### src/rtl/cont_mem_mc_pkg.sv
// Shared types and helpers for the multi-class continuous item/class memory.
// Holds the operation and FSM encodings, derived-width helpers and the counter update rule.
package cont_mem_mc_pkg;

  typedef enum logic [1:0] {
    MODE_TRAIN    = 2'b00,
    MODE_QUERY    = 2'b01,
    MODE_OVERRIDE = 2'b10,
    MODE_CLEAR    = 2'b11
  } mode_e;

  typedef enum logic [1:0] {
    ST_IDLE = 2'b00,
    ST_RUN  = 2'b01,
    ST_DONE = 2'b10
  } state_e;

  function automatic int calc_chunks(input int dims, input int par);
    return dims / par;
  endfunction

  function automatic int calc_class_w(input int n);
    return (n <= 2) ? 1 : $clog2(n);
  endfunction

  function automatic int calc_dist_w(input int dims);
    return $clog2(dims + 1);
  endfunction

  // New counter value for one dimension; saturates instead of wrapping.
  function automatic int sat_update(input int cnt, input logic b, input mode_e m, input int cnt_w);
    int hi;
    int lo;
    int res;
    hi  = (1 << (cnt_w - 1)) - 1;
    lo  = -(1 << (cnt_w - 1));
    res = cnt;
    case (m)
      MODE_TRAIN: begin
        if (b && (cnt < hi))       res = cnt + 1;
        else if (!b && (cnt > lo)) res = cnt - 1;
      end
      MODE_OVERRIDE: res = b ? 1 : -1;
      MODE_CLEAR:    res = 0;
      default:       res = cnt;
    endcase
    return res;
  endfunction

endpackage

### src/rtl/cont_mem_mc_if.sv
// Command/result bundle for cont_mem_mc: the requester drives the master side,
// the memory implements the slave side.
interface cont_mem_mc_if
  import cont_mem_mc_pkg::*;
#(
  parameter int DIMENSIONS  = 6,
  parameter int NUM_CLASSES = 2
);
  localparam int CLASS_W = calc_class_w(NUM_CLASSES);
  localparam int DIST_W  = calc_dist_w(DIMENSIONS);

  // Handshake: start is taken only while busy=0 (one accepted operation per start
  // cycle in IDLE); mode/label/hv_in are captured on that edge and ignored afterwards.
  // done pulses for exactly one cycle per accepted operation, with err alongside it.
  logic                  start;
  mode_e                 mode;
  logic [CLASS_W-1:0]    label;
  logic [DIMENSIONS-1:0] hv_in;
  logic [CLASS_W-1:0]    rd_class;
  logic                  busy;
  logic                  done;
  logic                  err;
  logic [CLASS_W-1:0]    pred_class;
  logic [DIST_W-1:0]     pred_dist;
  logic [DIMENSIONS-1:0] rd_hv;
  state_e                dbg_state;

  modport master (
    output start, mode, label, hv_in, rd_class,
    input  busy, done, err, pred_class, pred_dist, rd_hv, dbg_state
  );

  modport slave (
    input  start, mode, label, hv_in, rd_class,
    output busy, done, err, pred_class, pred_dist, rd_hv, dbg_state
  );

endinterface

### src/rtl/cont_mem_mc_hamming_chunk.sv
// Combinational popcount of the XOR of two PAR_BITS-wide slices.
module hamming_chunk #(
  parameter int PAR_BITS = 2,
  parameter int DIST_W   = 3
) (
  input  logic [PAR_BITS-1:0] a,
  input  logic [PAR_BITS-1:0] b,
  output logic [DIST_W-1:0]   count
);

  logic [PAR_BITS-1:0] diff;

  always_comb begin
    diff  = a ^ b;
    count = '0;
    for (int i = 0; i < PAR_BITS; i++) begin
      count = count + DIST_W'(diff[i]);
    end
  end

endmodule

### src/rtl/cont_mem_mc.sv
// Multi-class HDC class memory: saturating per-dimension counters with train,
// override, clear and Hamming-argmin query, PAR_BITS dimensions per cycle.
module cont_mem_mc
  import cont_mem_mc_pkg::*;
#(
  parameter int DIMENSIONS  = 6,
  parameter int PAR_BITS    = 2,
  parameter int NUM_CLASSES = 2,
  parameter int CNT_WIDTH   = 3
) (
  input logic          clk,
  input logic          rst,
  cont_mem_mc_if.slave bus
);

  localparam int CHUNKS  = calc_chunks(DIMENSIONS, PAR_BITS);
  localparam int CLASS_W = calc_class_w(NUM_CLASSES);
  localparam int DIST_W  = calc_dist_w(DIMENSIONS);
  localparam int CHUNK_W = (CHUNKS > 1) ? $clog2(CHUNKS) : 1;

  state_e                state_q, state_d;
  mode_e                 mode_q;
  logic [CLASS_W-1:0]    label_q;
  logic                  label_ok_q;
  logic [DIMENSIONS-1:0] hv_q;
  logic [CHUNK_W-1:0]    chunk_q;

  logic signed [CNT_WIDTH-1:0] cnt_q [NUM_CLASSES][DIMENSIONS];
  logic [DIMENSIONS-1:0]       sign_w [NUM_CLASSES];

  logic [PAR_BITS-1:0] hv_chunk;
  logic [PAR_BITS-1:0] sign_chunk [NUM_CLASSES];
  logic [DIST_W-1:0]   pc_w  [NUM_CLASSES];
  logic [DIST_W-1:0]   acc_q [NUM_CLASSES];
  logic [DIST_W-1:0]   acc_d [NUM_CLASSES];

  logic [CLASS_W-1:0] best_class, pred_class_q;
  logic [DIST_W-1:0]  best_dist, pred_dist_q;

  logic start_ok, last_chunk;
  logic busy_w, done_w, err_w;
  logic [DIMENSIONS-1:0] rd_hv_w;

  assign start_ok   = (state_q == ST_IDLE) && bus.start;
  assign last_chunk = (chunk_q == CHUNK_W'(CHUNKS - 1));

  // ---------------- FSM: state register ----------------
  always_ff @(posedge clk) begin
    if (rst) state_q <= ST_IDLE;
    else     state_q <= state_d;
  end

  // ---------------- FSM: next state ----------------
  always_comb begin
    state_d = state_q;
    case (state_q)
      ST_IDLE: if (bus.start) state_d = ST_RUN;
      ST_RUN:  if (last_chunk) state_d = ST_DONE;
      ST_DONE: state_d = ST_IDLE;
      default: state_d = ST_IDLE;
    endcase
  end

  // ---------------- FSM: outputs ----------------
  always_comb begin
    busy_w = (state_q == ST_RUN) || (state_q == ST_DONE);
    done_w = (state_q == ST_DONE);
    err_w  = (state_q == ST_DONE) && (mode_q != MODE_QUERY) && !label_ok_q;
  end

  // Class sign view: strictly positive counters read as 1, zero reads as 0.
  always_comb begin
    for (int c = 0; c < NUM_CLASSES; c++) begin
      for (int d = 0; d < DIMENSIONS; d++) begin
        sign_w[c][d] = !cnt_q[c][d][CNT_WIDTH-1] && (cnt_q[c][d] != '0);
      end
    end
  end

  always_comb begin
    hv_chunk = hv_q[int'(chunk_q)*PAR_BITS +: PAR_BITS];
    for (int c = 0; c < NUM_CLASSES; c++) begin
      sign_chunk[c] = sign_w[c][int'(chunk_q)*PAR_BITS +: PAR_BITS];
    end
  end

  for (genvar gc = 0; gc < NUM_CLASSES; gc++) begin : g_ham
    hamming_chunk #(
      .PAR_BITS (PAR_BITS),
      .DIST_W   (DIST_W)
    ) u_ham (
      .a     (hv_chunk),
      .b     (sign_chunk[gc]),
      .count (pc_w[gc])
    );
  end

  // Argmin over the accumulators including the current chunk; strict < keeps the lowest index on ties.
  always_comb begin
    for (int c = 0; c < NUM_CLASSES; c++) begin
      acc_d[c] = acc_q[c] + pc_w[c];
    end
    best_class = '0;
    best_dist  = acc_d[0];
    for (int c = 1; c < NUM_CLASSES; c++) begin
      if (acc_d[c] < best_dist) begin
        best_dist  = acc_d[c];
        best_class = CLASS_W'(c);
      end
    end
  end

  always_ff @(posedge clk) begin
    if (rst) begin
      mode_q       <= MODE_TRAIN;
      label_q      <= '0;
      label_ok_q   <= 1'b0;
      hv_q         <= '0;
      chunk_q      <= '0;
      pred_class_q <= '0;
      pred_dist_q  <= '0;
      for (int c = 0; c < NUM_CLASSES; c++) begin
        acc_q[c] <= '0;
        for (int d = 0; d < DIMENSIONS; d++) begin
          cnt_q[c][d] <= '0;
        end
      end
    end else if (start_ok) begin
      mode_q     <= bus.mode;
      label_q    <= bus.label;
      label_ok_q <= (int'(bus.label) < NUM_CLASSES);
      hv_q       <= bus.hv_in;
      chunk_q    <= '0;
      for (int c = 0; c < NUM_CLASSES; c++) begin
        acc_q[c] <= '0;
      end
    end else if (state_q == ST_RUN) begin
      chunk_q <= chunk_q + 1'b1;
      if (mode_q == MODE_QUERY) begin
        for (int c = 0; c < NUM_CLASSES; c++) begin
          acc_q[c] <= acc_d[c];
        end
        if (last_chunk) begin
          pred_class_q <= best_class;
          pred_dist_q  <= best_dist;
        end
      end else if (label_ok_q) begin
        for (int c = 0; c < NUM_CLASSES; c++) begin
          for (int d = 0; d < DIMENSIONS; d++) begin
            if ((label_q == CLASS_W'(c)) && ((d / PAR_BITS) == int'(chunk_q))) begin
              cnt_q[c][d] <= CNT_WIDTH'(sat_update(int'(cnt_q[c][d]), hv_q[d], mode_q, CNT_WIDTH));
            end
          end
        end
      end
    end
  end

  // Out-of-range rd_class matches no class and reads as zero.
  always_comb begin
    rd_hv_w = '0;
    for (int c = 0; c < NUM_CLASSES; c++) begin
      if (bus.rd_class == CLASS_W'(c)) rd_hv_w = sign_w[c];
    end
  end

  assign bus.busy       = busy_w;
  assign bus.done       = done_w;
  assign bus.err        = err_w;
  assign bus.pred_class = pred_class_q;
  assign bus.pred_dist  = pred_dist_q;
  assign bus.rd_hv      = rd_hv_w;
  assign bus.dbg_state  = state_q;

endmodule

### src/flat_wrapper.sv
// flat-port wrapper written by rule: the top's interface ports become plain ports
module cont_mem_mc_flat import cont_mem_mc_pkg::*;
#(
  parameter int DIMENSIONS  = 6,
  parameter int PAR_BITS    = 2,
  parameter int NUM_CLASSES = 2,
  parameter int CNT_WIDTH   = 3
)
  (clk, rst, bus_start, bus_mode, bus_label, bus_hv_in, bus_rd_class, bus_busy, bus_done, bus_err, bus_pred_class, bus_pred_dist, bus_rd_hv, bus_dbg_state);
  cont_mem_mc_if #(.DIMENSIONS(DIMENSIONS), .NUM_CLASSES(NUM_CLASSES)) bus_i ();
  input logic clk;
  input logic rst;
  input wire logic [$bits(bus_i.start)-1:0] bus_start;
  input wire logic [$bits(bus_i.mode)-1:0] bus_mode;
  input wire logic [$bits(bus_i.label)-1:0] bus_label;
  input wire logic [$bits(bus_i.hv_in)-1:0] bus_hv_in;
  input wire logic [$bits(bus_i.rd_class)-1:0] bus_rd_class;
  output wire logic [$bits(bus_i.busy)-1:0] bus_busy;
  output wire logic [$bits(bus_i.done)-1:0] bus_done;
  output wire logic [$bits(bus_i.err)-1:0] bus_err;
  output wire logic [$bits(bus_i.pred_class)-1:0] bus_pred_class;
  output wire logic [$bits(bus_i.pred_dist)-1:0] bus_pred_dist;
  output wire logic [$bits(bus_i.rd_hv)-1:0] bus_rd_hv;
  output wire logic [$bits(bus_i.dbg_state)-1:0] bus_dbg_state;
  assign bus_i.start = bus_start;
  assign bus_i.mode = bus_mode;
  assign bus_i.label = bus_label;
  assign bus_i.hv_in = bus_hv_in;
  assign bus_i.rd_class = bus_rd_class;
  assign bus_busy = bus_i.busy;
  assign bus_done = bus_i.done;
  assign bus_err = bus_i.err;
  assign bus_pred_class = bus_i.pred_class;
  assign bus_pred_dist = bus_i.pred_dist;
  assign bus_rd_hv = bus_i.rd_hv;
  assign bus_dbg_state = bus_i.dbg_state;
  cont_mem_mc #(.DIMENSIONS(DIMENSIONS), .PAR_BITS(PAR_BITS), .NUM_CLASSES(NUM_CLASSES), .CNT_WIDTH(CNT_WIDTH)) u_core (.clk(clk), .rst(rst), .bus(bus_i));
endmodule
### config.mk
export PLATFORM = sky130hd
export DESIGN_NAME = cont_mem_mc_flat
export DESIGN_NICKNAME = d
export VERILOG_FILES = /design/src/rtl/cont_mem_mc_pkg.sv /design/src/rtl/cont_mem_mc_if.sv /design/src/rtl/cont_mem_mc_hamming_chunk.sv /design/src/rtl/cont_mem_mc.sv /design/src/flat_wrapper.sv
export SDC_FILE = /design/constraint.sdc
export NUM_CORES = 1
export LEC_CHECK = 0
export ABC_AREA = 1
export CAP_MARGIN = 20
export CORE_MARGIN = 2
export CORE_UTILIZATION = 64
export CTS_CLUSTER_DIAMETER = 150
export DETAILED_ROUTE_END_ITERATION = 10
export PLACE_DENSITY = 0.86
export SLEW_MARGIN = 20
export SYNTH_ARGS = -nofsm -noshare
export SYNTH_HDL_FRONTEND = slang
export SYNTH_SLANG_ARGS = --single-unit
### constraint.sdc
create_clock -name clk -period 4.6 [get_ports clk]
set_input_delay 1.38 -clock clk [delete_from_list [all_inputs] [get_ports clk]]
set_output_delay 1.38 -clock clk [all_outputs]
set_load 0.1 [all_outputs]
Yosys cells after proc, flatten, opt, wreduce, memory -nomap -nowiden
Memories as Yosys holds them, arrays and structs flattened. Index checks and enable logic that the tools add are counted.

$add $sub $neg: 29. Order comparisons: 25. Equality and inequality tests: 11. Shifts and indexed selects: 3. Mux-type cells: 188. Bitwise operators: 20. Reduce and logical (&&, ||, !) cells: 83.

Operator list (count): 3-bit 2-to-1 mux (119); 3-bit one-hot mux with 3 select lines (12); 1-bit 2-to-1 mux (53); 1-bit logical AND (45); 3-bit by 2-bit adder with 3-bit output (second input constant) (12); 3-bit > comparator (second input constant) (12); 3-bit < comparator (second input constant) (12); 3-bit nonzero test (12); 3-bit by 2-bit subtractor with 3-bit output (second input constant) (12); 1-bit logical NOT (19); 6-bit by 4-bit indexed part select with 2-bit output (3); 1-bit OR (16); 2-bit == test (second input constant) (4); 3-bit by 2-bit adder with 3-bit output (2); 2-bit logical NOT (3); 6-bit 2-to-1 mux (1); 1-bit by 1-bit adder with 2-bit output (2); 2-bit by 1-bit == test with 1-bit output (second input constant) (2); 2-bit == test (first input constant) (2); 2-bit 2-to-1 mux (2); 2-bit by 1-bit inequality test with 1-bit output (second input constant) (2); 2-bit one-hot mux with 2 select lines (1); 4-bit AND reduction (1); 2-bit XOR (2); 7 further kinds (8).

Flip-flop bits (word level): 18. Bits in writable memories: 42. Input bits: 13. Output and inout bits: 15. Logic and storage cells: 369. Memories kept: 2.

Memory list: u_core.cnt_q (words 2, bits a word 18, rd ports 2, clocked after memory_dff 0, write ports 2, line cont_mem_mc.sv:28) `logic signed [CNT_WIDTH-1:0] cnt_q [NUM_CLASSES][DIMENSIONS];`; u_core.acc_q (words 2, bits a word 3, rd ports 2, clocked after memory_dff 0, write ports 2, line cont_mem_mc.sv:34) `logic [DIST_W-1:0] acc_q [NUM_CLASSES];`.

Longest topological paths before layout
Gate-level depths: netlist (run 1). An unclocked memory read counts as a cell.

Depth after elaboration: 13. Mapped depth: 19. Mapped depth without buffers: 18.

Hierarchy
A second synthesis (run 1) with hierarchy kept.

Cells, all modules: 576. Area, all modules: 4247.8 sq um.

Modules (own cells, without submodules): cont_mem_mc (times used 1, cells each 550, area each 4125.2 sq um, sequential area each 1621.6 sq um); hamming_chunk (times used 2, cells each 13, area each 61.3 sq um, sequential area each 0.0 sq um).

Worst setup path after synthesis (run 1)
No wires, ideal clock.

Kind: input -> output. From: input port bus_rd_class. To: output port bus_rd_hv[1]. Data arrival time: 3685 ps. Required time: 3220 ps. Path slack: -465 ps. Cell stages on the path: 2. Path buffers: 1. Cell sequence: clkbuf_1 > o21ai_0.

Word-level cells in the longest chain between the ends: 1.

Ends and longest elaborated chain: start: declaration (line flat_wrapper.sv:17) `input wire logic [$bits(bus_i.rd_class)-1:0] bus_rd_class;`; 6-bit 2-to-1 mux (line cont_mem_mc.sv:163) `if (bus.rd_class == CLASS_W'(c)) rd_hv_w = sign_w[c];`; end: declaration (line flat_wrapper.sv:23) `output wire logic [$bits(bus_i.rd_hv)-1:0] bus_rd_hv;`.

Every way passes these cells.

Worst setup path after layout (run 1)
From: input port bus_rd_class. To: output port bus_rd_hv[0].

Same word-level chain as after synthesis.

==> out/qor.csv, run 1 <==
metric;value;unit
Root Buffer;clkbuf_8;
RSZ-0062 raised after global routing;false;
starting DRC count in detailed routing;372;
Worst R2R Setup Slack;1040;ps
wire length of the first global-routing pass;17100;microns
Slew @ Worst Pin;973;ps
vias in the first global route;3809;
sequential share of power;29.0;%
fin crit share;90.6;%
fraction of registers with async set/reset;0;%
nets@finish;614;
# Post-CTS Setup Buffers;0;
fin area;4730;sq um
Relative slew margins;34.9;%
setup violators final;0;
Post-DRT Antenna Nets;0;
total of max-cap violations;0;
WP data arrival;2790;ps
largest net degree at the start of global routing;28;
TritonCTS clock tree;done;
Hold Violations, Final;0;
Port-buffer cells;27;
DP Area;4510;sq um
Mean Syn Cell Area;7.54;sq um
Setup crit end;bus_rd_hv[0];
io pins;28;
NetSw;0.00117;W
std cell rows;29;
clock sinks;60;
post-route setup slack;433;ps
clock-pin slew on the worst setup and hold paths;70;ps
Synth Flop Type;edfxtp_1;
Post-synth top cells;111 x nand2_1, 75 x nor2_1, 74 x inv_1;
CTS resizes;0;
Synth area leader;edfxtp_1;
area of the core;6310;sq um
wire per inst;15.6;microns
Clock Path Buffers;2;
Final Non-Filler Cells;657;
Via density;6.02;
reg-to-reg critical path endpoint;u_core.bus.pred_dist[1];
die span in x;84.4;microns
sequential area share after synthesis;39.2;%
crit end category;output pin;
Worst Setup SP;bus_rd_class;
hold_buf cts;0;
# diodes;0;
Post-Syn Nets;588;
cts bufs inserted;9;
worst-path fanout max;11;
Comb power frac;49.6;%
Die Ht;84.4;microns
die area;7130;sq um
GRT Total Usage;30.2;%
pre-CTS WS;477;ps
most frequent cell after synthesis;nand2_1;
Critical Path RT;3220;ps
Yosys Warn Count;0;
1st-pass router iterations;6;
#FFs+latches synth;60;
Leak Pwr;2.11;nW
worst skew pair latency;350;ps
via count;3953;
WS Path Type;in2out;
post-synth top area share;30.5;%
Synth cell types;32;
clk_skew;9.28;ps
clock power share;21.4;%
share of post-route cells with drive strength above 1;7.24;%
CP startpoint kind;input port;
Period minus WS final;4170;ps
outcome;finished clean;
Placed Cells incl. Taps;641;
Syn Inst Count;549;
min-delay worst type;reg2reg;
Critical R2R Launch;u_core.chunk_q[0];
top cells by area, synth;edfxtp_1 30%, nand2_1 10%, dfxtp_1 8.7%, nor2_1 6.8%, fa_1 6.8%;
grt ovf;0;
initial antenna violation count;0;
WL final;10200;microns
GPL Wtd Cong;0.936;
total power;0.00251;W
Synth Cell Area;4140;sq um
FF-to-FF path depth;15;
Max Fclk;240;MHz
Area Growth Syn to Fin;14.3;%
Post-synth EDFFs;42;
Post-DP HPWL;7200;microns
PD cells;530;nW/um^2
VDD IR-drop max;0.000756;V
Initial Util;65.6;%
switching share of total power;46.6;%
htree depth;3;
fin. max-slew vios;0;
DRC Markers;0;
internal power;0.00134;W
power groups by stage:
stage          clock [W]  combinational [W]  sequential [W]
3_5_place_dp           0            0.00120        0.000737
6_report        0.000537            0.00124        0.000728
4_1_cts         0.000538            0.00123        0.000726
2_1_floorplan          0           0.000895        0.000775
3_3_place_gp           0            0.00119        0.000732
5_1_grt         0.000556            0.00138        0.000738
flip-flops by register name, indices dropped and copies added (netlist names):
signal	count
u_core.bus.dbg_state	2
u_core.bus.pred_dist	3
u_core.cnt_q	36
u_core.label_ok_q	1
u_core.hv_q	6
u_core.bus.pred_class	1
u_core.acc_q	6
u_core.label_q	1
u_core.chunk_q	2
u_core.mode_q	2
worst min path at each step:
stage                                  startpoint                      end  slack (ps)  cells after the start
after floorplan                 u_core.label_ok_q        u_core.label_ok_q         460                      2
after global placement    u_core.bus.pred_dist[2]  u_core.bus.pred_dist[2]         460                      2
after detailed placement  u_core.bus.pred_dist[2]  u_core.bus.pred_dist[2]         480                      2
after CTS                 u_core.bus.pred_dist[2]  u_core.bus.pred_dist[2]         490                      2
after global routing      u_core.bus.pred_dist[2]  u_core.bus.pred_dist[2]         530                      2
final                     u_core.bus.pred_dist[2]  u_core.bus.pred_dist[2]         490                      2
area by class of cell:
type,count,area [sq um]
fill,492,1580
timing repair buffer,28,335
sequential,60,1620
inverter,79,297
multi-input combinational,397,2160
tap,77,96.3
clock buffer,9,124
clock inverter,7,101
metrics by stage:
stage,utilization (%),TNS (ps),hold slack [ps]
2_1_floorplan,-,-2320,464
3_3_place_gp,71.4,0,457
3_5_place_dp,71.4,0,479
4_1_cts,75.0,0,493
5_1_grt,75.0,0,530
6_report,75.0,0,492
worst max-delay path: stages:
cell and delay [ps]:
clkdlybuf4s50_1 740, mux2i_1 430, buf_12 230
cell usage in the layout (no fill, tap or decap), types with 6 or more instances in the layout:
master,n
nand2_1,111
inv_1,74
nor2_1,74
nand3_1,56
o21ai_0,43
a21oi_1,42
edfxtp_1,42
clkdlybuf4s50_1,20
dfxtp_1,18
fa_1,14
ha_1,12
a31oi_1,11
clkbuf_8,9
xnor2_1,6
buf_12,6
per-layer routing:
layer	wire length (microns)	global-route usage [%]
met5	0	0
met4	389	15.3
met1	4010	38.1
met3	835	4.62
met2	5010	50.7
cell families after synthesis:
family | synth area share [%]
xor+xnor | 1.27
flops | 39.2
compound gates | 14.5
mux | 0.242
simple gates | 25.6
buf+inv | 8.79
fa+ha+maj | 10.4
(Power assumes the default switching activity.)
==> run 2, diff against run 1 <==
CORE_UTILIZATION = 41   (was 64)
PLACE_DENSITY = unset   (was 0.86)
SLEW_MARGIN = unset   (was 20)
==> run 2 against run 1 <==
Net effect:
- sequential share of layout area is essentially flat
- final cell count grew 8.5%
- utilization shrank 26 points
- global-route usage shrank 10 points
- maximum frequency grew 2.7%
- non-clock buffer count is the same
- clock power shrank 23%
- power shrank 5.2%
- critical path type unchanged
- largest cell class unchanged
==> out/qor.csv, run 2 (synthesized netlist as in run 1, its figures left out) <==
metric;value;unit;change
outcome;finished clean;;unchanged
Leak Pwr;2.10;nW;was 2.11 nW
Hold Path End;u_core.bus.pred_dist[2];;unchanged
total power;0.00238;W;was 0.00251 W
switching share of total power;48.5;%;was 46.6%
largest net degree at the start of global routing;28;;unchanged
Slew @ Worst Pin;993;ps;was 973 ps
GRT Total Usage;20.2;%;was 30.2%
Area Growth Syn to Fin;14.4;%;was 14.3%
Root Buffer;clkbuf_8;;unchanged
nets@finish;614;;unchanged
Comb power frac;51.6;%;was 49.6%
# Post-CTS Setup Buffers;0;;unchanged
vias in the first global route;3576;;was 3809
wire length of the first global-routing pass;17400;microns;was 17100 microns
clk_skew;18.5;ps;was 9.28 ps
Post-DP HPWL;7610;microns;was 7200 microns
reg-to-reg critical path endpoint;u_core.bus.pred_dist[0];;was u_core.bus.pred_dist[1]
multi-input logic area;2160;sq um;unchanged
area of the core;9770;sq um;was 6310 sq um
Worst R2R Setup Slack;1120;ps;was 1040 ps
wire per inst;14.7;microns;was 15.6 microns
WS Path Type;in2out;;unchanged
WP data arrival;2680;ps;was 2790 ps
initial antenna violation count;0;;unchanged
Critical Path RT;3220;ps;about the same
die area;10900;sq um;was 7130 sq um
clock power share;17.3;%;was 21.4%
via count;3732;;was 3953
pre-CTS WS;519;ps;was 477 ps
cell family with most CP delay;buffers and inverters;;unchanged
most frequent cells in the layout;111 x nand2_1, 74 x inv_1, 74 x nor2_1;;unchanged
htree depth;3;;unchanged
WL final;10500;microns;was 10200 microns
commonest non-fill, non-tap cell in the layout;nand2_1;;unchanged
Bufs and invs on worst path;2;;unchanged
hold path cells;2;;unchanged
cts bufs inserted;9;;unchanged
Max Fclk;246;MHz;was 240 MHz
Period minus WS final;4060;ps;was 4170 ps
min-delay worst type;reg2reg;;unchanged
# diodes;0;;unchanged
Biggest register;u_core.cnt_q;;unchanged
max reg flops;36;;unchanged
setup violators final;0;;unchanged
total of max-cap violations;0;;unchanged
FF-to-FF path depth;15;;unchanged
Relative slew margins;33.5;%;was 34.9%
CP startpoint kind;input port;;unchanged
internal power;0.00122;W;was 0.00134 W
worst-path fanout max;11;;unchanged
Via density;5.23;;was 6.02
fin. max-slew vios;0;;unchanged
CP max stage delay;620;ps;was 740 ps
fin crit share;88.2;%;was 90.6%
WHS;472;ps;was 492 ps
Min-Delay Startpoint;u_core.bus.pred_dist[2];;unchanged
DRC Markers;0;;unchanged
worst skew pair latency;360;ps;was 350 ps
Critical R2R Launch;u_core.chunk_q[0];;unchanged
crit end category;output pin;;unchanged
hold_buf cts;0;;unchanged
Post-DRT Antenna Nets;0;;unchanged
post-route setup slack;542;ps;was 433 ps
stages on the worst setup path;3;;unchanged
Final Util;48.5;%;was 75.0%
share of post-route cells with drive strength above 1;6.90;%;was 7.24%
GPL Wtd Cong;0.866;;was 0.936
clock sinks;60;;unchanged
NetSw;0.00115;W;was 0.00117 W
1st-pass router iterations;5;;was 6
Die Ht;105;microns;was 84.4 microns
grt ovf;0;;unchanged
starting DRC count in detailed routing;197;;was 372
Seq. cell area;1620;sq um;unchanged
die span in x;105;microns;was 84.4 microns
filler cell count;1008;;was 492
std cell rows;36;;was 29
VDD IR-drop max;0.000704;V;was 0.000756 V
clock-pin slew on the worst setup and hold paths;60;ps;was 70 ps
Port-buffer cells;27;;unchanged
top flop regs;u_core.cnt_q x36, u_core.acc_q x6, u_core.hv_q x6;;unchanged
TritonCTS clock tree;done;;unchanged
CTS resizes;0;;unchanged
Hold Violations, Final;0;;unchanged
critical path's slowest cell;clkdlybuf4s50_1;;unchanged
PD cells;502;nW/um^2;was 530 nW/um^2
io pins;28;;unchanged
critical-path cell list;clkdlybuf4s50_1, o21ai_0, buf_12;;was clkdlybuf4s50_1, mux2i_1, buf_12
sequential share of power;31.0;%;was 29.0%
RSZ-0062 raised after global routing;false;;unchanged
Initial Util;42.4;%;was 65.6%
Clock Path Buffers;2;;unchanged
run 2: worst max-delay path by stage:
stage,from,end,slack (ps)
after floorplan,bus_rd_class,bus_rd_hv[1],-460
after global placement,bus_rd_class,bus_rd_hv[0],560
after detailed placement,bus_rd_class,bus_rd_hv[1],520
after CTS,bus_rd_class,bus_rd_hv[1],510
after global routing,bus_rd_class,bus_rd_hv[0],460
final,bus_rd_class,bus_rd_hv[1],540
run 2: metal layers:
layer  GRT usage [%]  share of wire (%)
met1            26.7                 46
met2            32.7                 47
met3            3.45                4.5
met4            8.20                2.3
met5               0                  0
run 2: layout make-up:
cell class                      count  share of cell area, %
Tap cell                          133                   3.51
Inverter                           79                   6.26
Multi-Input combinational cell    397                   45.6
Timing Repair Buffer               28                   7.08
Clock inverter                      5                  0.607
Clock buffer                       11                   2.77
Sequential cell                    60                   34.2
run 2: through the flow:
| stage | cell area, sq um | setup TNS [ps] | std cells |
|---|---|---|---|
| 4_1_cts | 4740 | 0 | 713 |
| 3_3_place_gp | 4580 | 0 | 697 |
| 3_5_place_dp | 4580 | 0 | 697 |
| 2_1_floorplan | 4140 | -2320 | 549 |
| 5_1_grt | 4740 | 0 | 713 |
| 6_report | 4740 | 0 | 713 |
run 2: power groups by stage:
stage / registers (W) / clock network (W) / logic (W)
2_1_floorplan: 0.000775 / 0 / 0.000895
3_3_place_gp: 0.000745 / 0 / 0.00120
3_5_place_dp: 0.000747 / 0 / 0.00122
4_1_cts: 0.000736 / 0.000420 / 0.00123
5_1_grt: 0.000751 / 0.000440 / 0.00139
6_report: 0.000737 / 0.000412 / 0.00123
run 2: worst register-to-register path: cells and delay by family (launching register included):
kind / cells / cell delay [ps]
adders and majority gates: 3 / 970
AOI/OAI and AO/OA: 4 / 660
DFF: 1 / 550
xor gates and xnor gates: 2 / 430
buffers and inverters: 3 / 410
and+or+nand+nor: 3 / 370
==> run 3, diff against run 2 <==
==> constraint.sdc (replaced) <==
create_clock -name clk -period 4.6 [get_ports clk]
set_input_delay 0.92 -clock clk [delete_from_list [all_inputs] [get_ports clk]]
set_output_delay 0.92 -clock clk [all_outputs]
set_load 0.1 [all_outputs]
==> run 3 against run 2 <==
Net effect:
- global-route usage shrank 0.25 points
- non-clock buffer count is the same
- clock power grew 25%
- die area is the same
- flip-flop and latch count is the same
- register-to-register slack is essentially flat
- utilization shrank 0.24 points
- critical path type is now reg2reg
==> out/qor.csv, run 3 (synthesized netlist as in run 1, its figures left out) <==
metric;value;unit;change
fin. max-slew vios;0;;unchanged
VDD IR-drop max;0.000546;V;was 0.000704 V
reg-to-reg critical path endpoint;u_core.bus.pred_dist[0];;unchanged
starting DRC count in detailed routing;258;;was 197
io pins;28;;unchanged
clock-pin slew on the worst setup and hold paths;70;ps;was 60 ps
Slew @ Worst Pin;981;ps;was 993 ps
Via density;5.25;;was 5.23
die span in x;105;microns;unchanged
htree depth;3;;unchanged
Hold Violations, Final;0;;unchanged
outcome;finished clean;;unchanged
Clock Path Buffers;2;;unchanged
RSZ-0062 raised after global routing;false;;unchanged
WP data arrival;3720;ps;was 2680 ps
FF-to-FF path depth;15;;unchanged
Placed Cells incl. Taps;696;;was 697
WL final;10500;microns;about the same
filler cell count;989;;was 1008
TritonCTS clock tree;done;;unchanged
Root Buffer;clkbuf_8;;unchanged
CTS resizes;0;;unchanged
Hold Path End;u_core.bus.pred_dist[2];;unchanged
CP startpoint kind;register;;was input port
GPL Wtd Cong;0.841;;was 0.866
worst-path fanout max;12;;was 11
Biggest register;u_core.cnt_q;;unchanged
Min-Delay Startpoint;u_core.bus.pred_dist[2];;unchanged
clk_skew;13.1;ps;was 18.5 ps
wire length of the first global-routing pass;17300;microns;was 17400 microns
crit end category;register;;was output pin
Period minus WS final;3480;ps;was 4060 ps
max reg flops;36;;unchanged
via count;3742;;was 3732
hold path cells;2;;unchanged
worst skew pair latency;340;ps;was 360 ps
Critical R2R Launch;u_core.chunk_q[0];;unchanged
1st-pass router iterations;5;;unchanged
nets@finish;614;;unchanged
top flop regs;u_core.cnt_q x36, u_core.acc_q x6, u_core.hv_q x6;;unchanged
grt ovf;0;;unchanged
Area Growth Syn to Fin;13.8;%;was 14.4%
final setup TNS;0;ps;unchanged
initial antenna violation count;0;;unchanged
# diodes;0;;unchanged
die area;10900;sq um;unchanged
area of the core;9770;sq um;unchanged
Die Ht;105;microns;unchanged
PD cells;522;nW/um^2;was 502 nW/um^2
Final Non-Filler Cells;713;;unchanged
std cell rows;36;;unchanged
Leak Pwr;2.09;nW;was 2.10 nW
GRT Total Usage;19.9;%;was 20.2%
commonest non-fill, non-tap cell in the layout;nand2_1;;unchanged
Post-DRT Antenna Nets;0;;unchanged
most frequent cells in the layout;111 x nand2_1, 75 x nor2_1, 74 x inv_1;;was 111 x nand2_1, 74 x inv_1, 74 x nor2_1
wire per inst;14.7;microns;about the same
cts bufs inserted;9;;unchanged
Initial Util;42.4;%;unchanged
total of max-cap violations;0;;unchanged
Worst R2R Setup Slack;1120;ps;about the same
hold_buf cts;0;;unchanged
vias in the first global route;3538;;was 3576
fin crit share;75.6;%;was 88.2%
Relative slew margins;34.4;%;was 33.5%
Post-DP HPWL;7690;microns;was 7610 microns
# Post-CTS Setup Buffers;0;;unchanged
min-delay worst type;reg2reg;;unchanged
WS Path Type;reg2reg;;was in2out
setup violators final;0;;unchanged
DRC Markers;0;;unchanged
clock sinks;60;;unchanged
Port-buffer cells;27;;unchanged
Critical Path RT;4850;ps;was 3220 ps
largest net degree at the start of global routing;28;;unchanged
share of post-route cells with drive strength above 1;6.90;%;unchanged
Max Fclk;287;MHz;was 246 MHz
-- run 3: cell types whose count changed in the layout (fill, tap and decap cells not counted), sizes merged --
| cell | before | now |
|---|---|---|
| bufinv | 0 | 1 |
| clkinvlp | 0 | 2 |
| clkinv | 6 | 1 |
| clkbuf | 11 | 13 |
-- run 3: routing by layer --
| layer | track usage, % | wire length [microns] |
|---|---|---|
| met5 | 0 | 0 |
| met3 | 2.63 | 524 |
| met1 | 27.9 | 5020 |
| met4 | 5.69 | 128 |
| met2 | 32.3 | 4820 |
-- run 3: power by group --
| group | internal, W | switching [W] |
|---|---|---|
| Combinational | 0.000371 | 0.000839 |
| Clock | 0.000295 | 0.000218 |
| Sequential | 0.000651 | 0.0000895 |
-- run 3: per-stage QoR --
stage / utilization (%) / worst slack [ps] / hold slack [ps] / area (sq um) / power [W]
CTS: 48.2 / 1120 / 477 / 4710 / 0.00247
global route: 48.2 / 774 / 507 / 4710 / 0.00266
global placement: 46.0 / 1210 / 461 / 4490 / 0.00194
detailed placement: 46.0 / 1130 / 461 / 4490 / 0.00194
finish: 48.2 / 1120 / 471 / 4710 / 0.00246
floorplan: - / 362 / 464 / 4140 / 0.00167
-- run 3: layout make-up --
class	instances	area, sq um	share of cell area, %
inverters	79	297	6.29
flip-flops and latches	60	1620	34.4
multi-input cells	397	2160	45.7
clock buffers	13	169	3.58
repair buffers	28	260	5.52
well taps	133	166	3.53
clock inverters	3	45.0	0.955
-- run 3: worst max path at each step --
stage	from	cells after the start	end	slack, ps
floorplan	u_core.bus.dbg_state[1]	3	bus_err	360
global placement	u_core.chunk_q[0]	15	u_core.bus.pred_dist[0]	1210
detailed placement	u_core.chunk_q[0]	15	u_core.bus.pred_dist[0]	1130
CTS	u_core.chunk_q[0]	15	u_core.bus.pred_dist[0]	1120
global route	u_core.chunk_q[0]	15	u_core.bus.pred_dist[1]	770
finish	u_core.chunk_q[0]	15	u_core.bus.pred_dist[0]	1120
-- run 3: critical path, cell delays in order, from the launching register on --
cell and delay, ps:
dfxtp_1 560, inv_1 270, nand2_1 160, o221ai_1 170
xnor2_1 210, fa_1 470, ha_1 220, xnor2_1 220
inv_1 90, ha_1 290, a21oi_1 230, nand2_1 150
o21ai_0 160, o21ai_0 90, nand2_1 60, inv_1 40
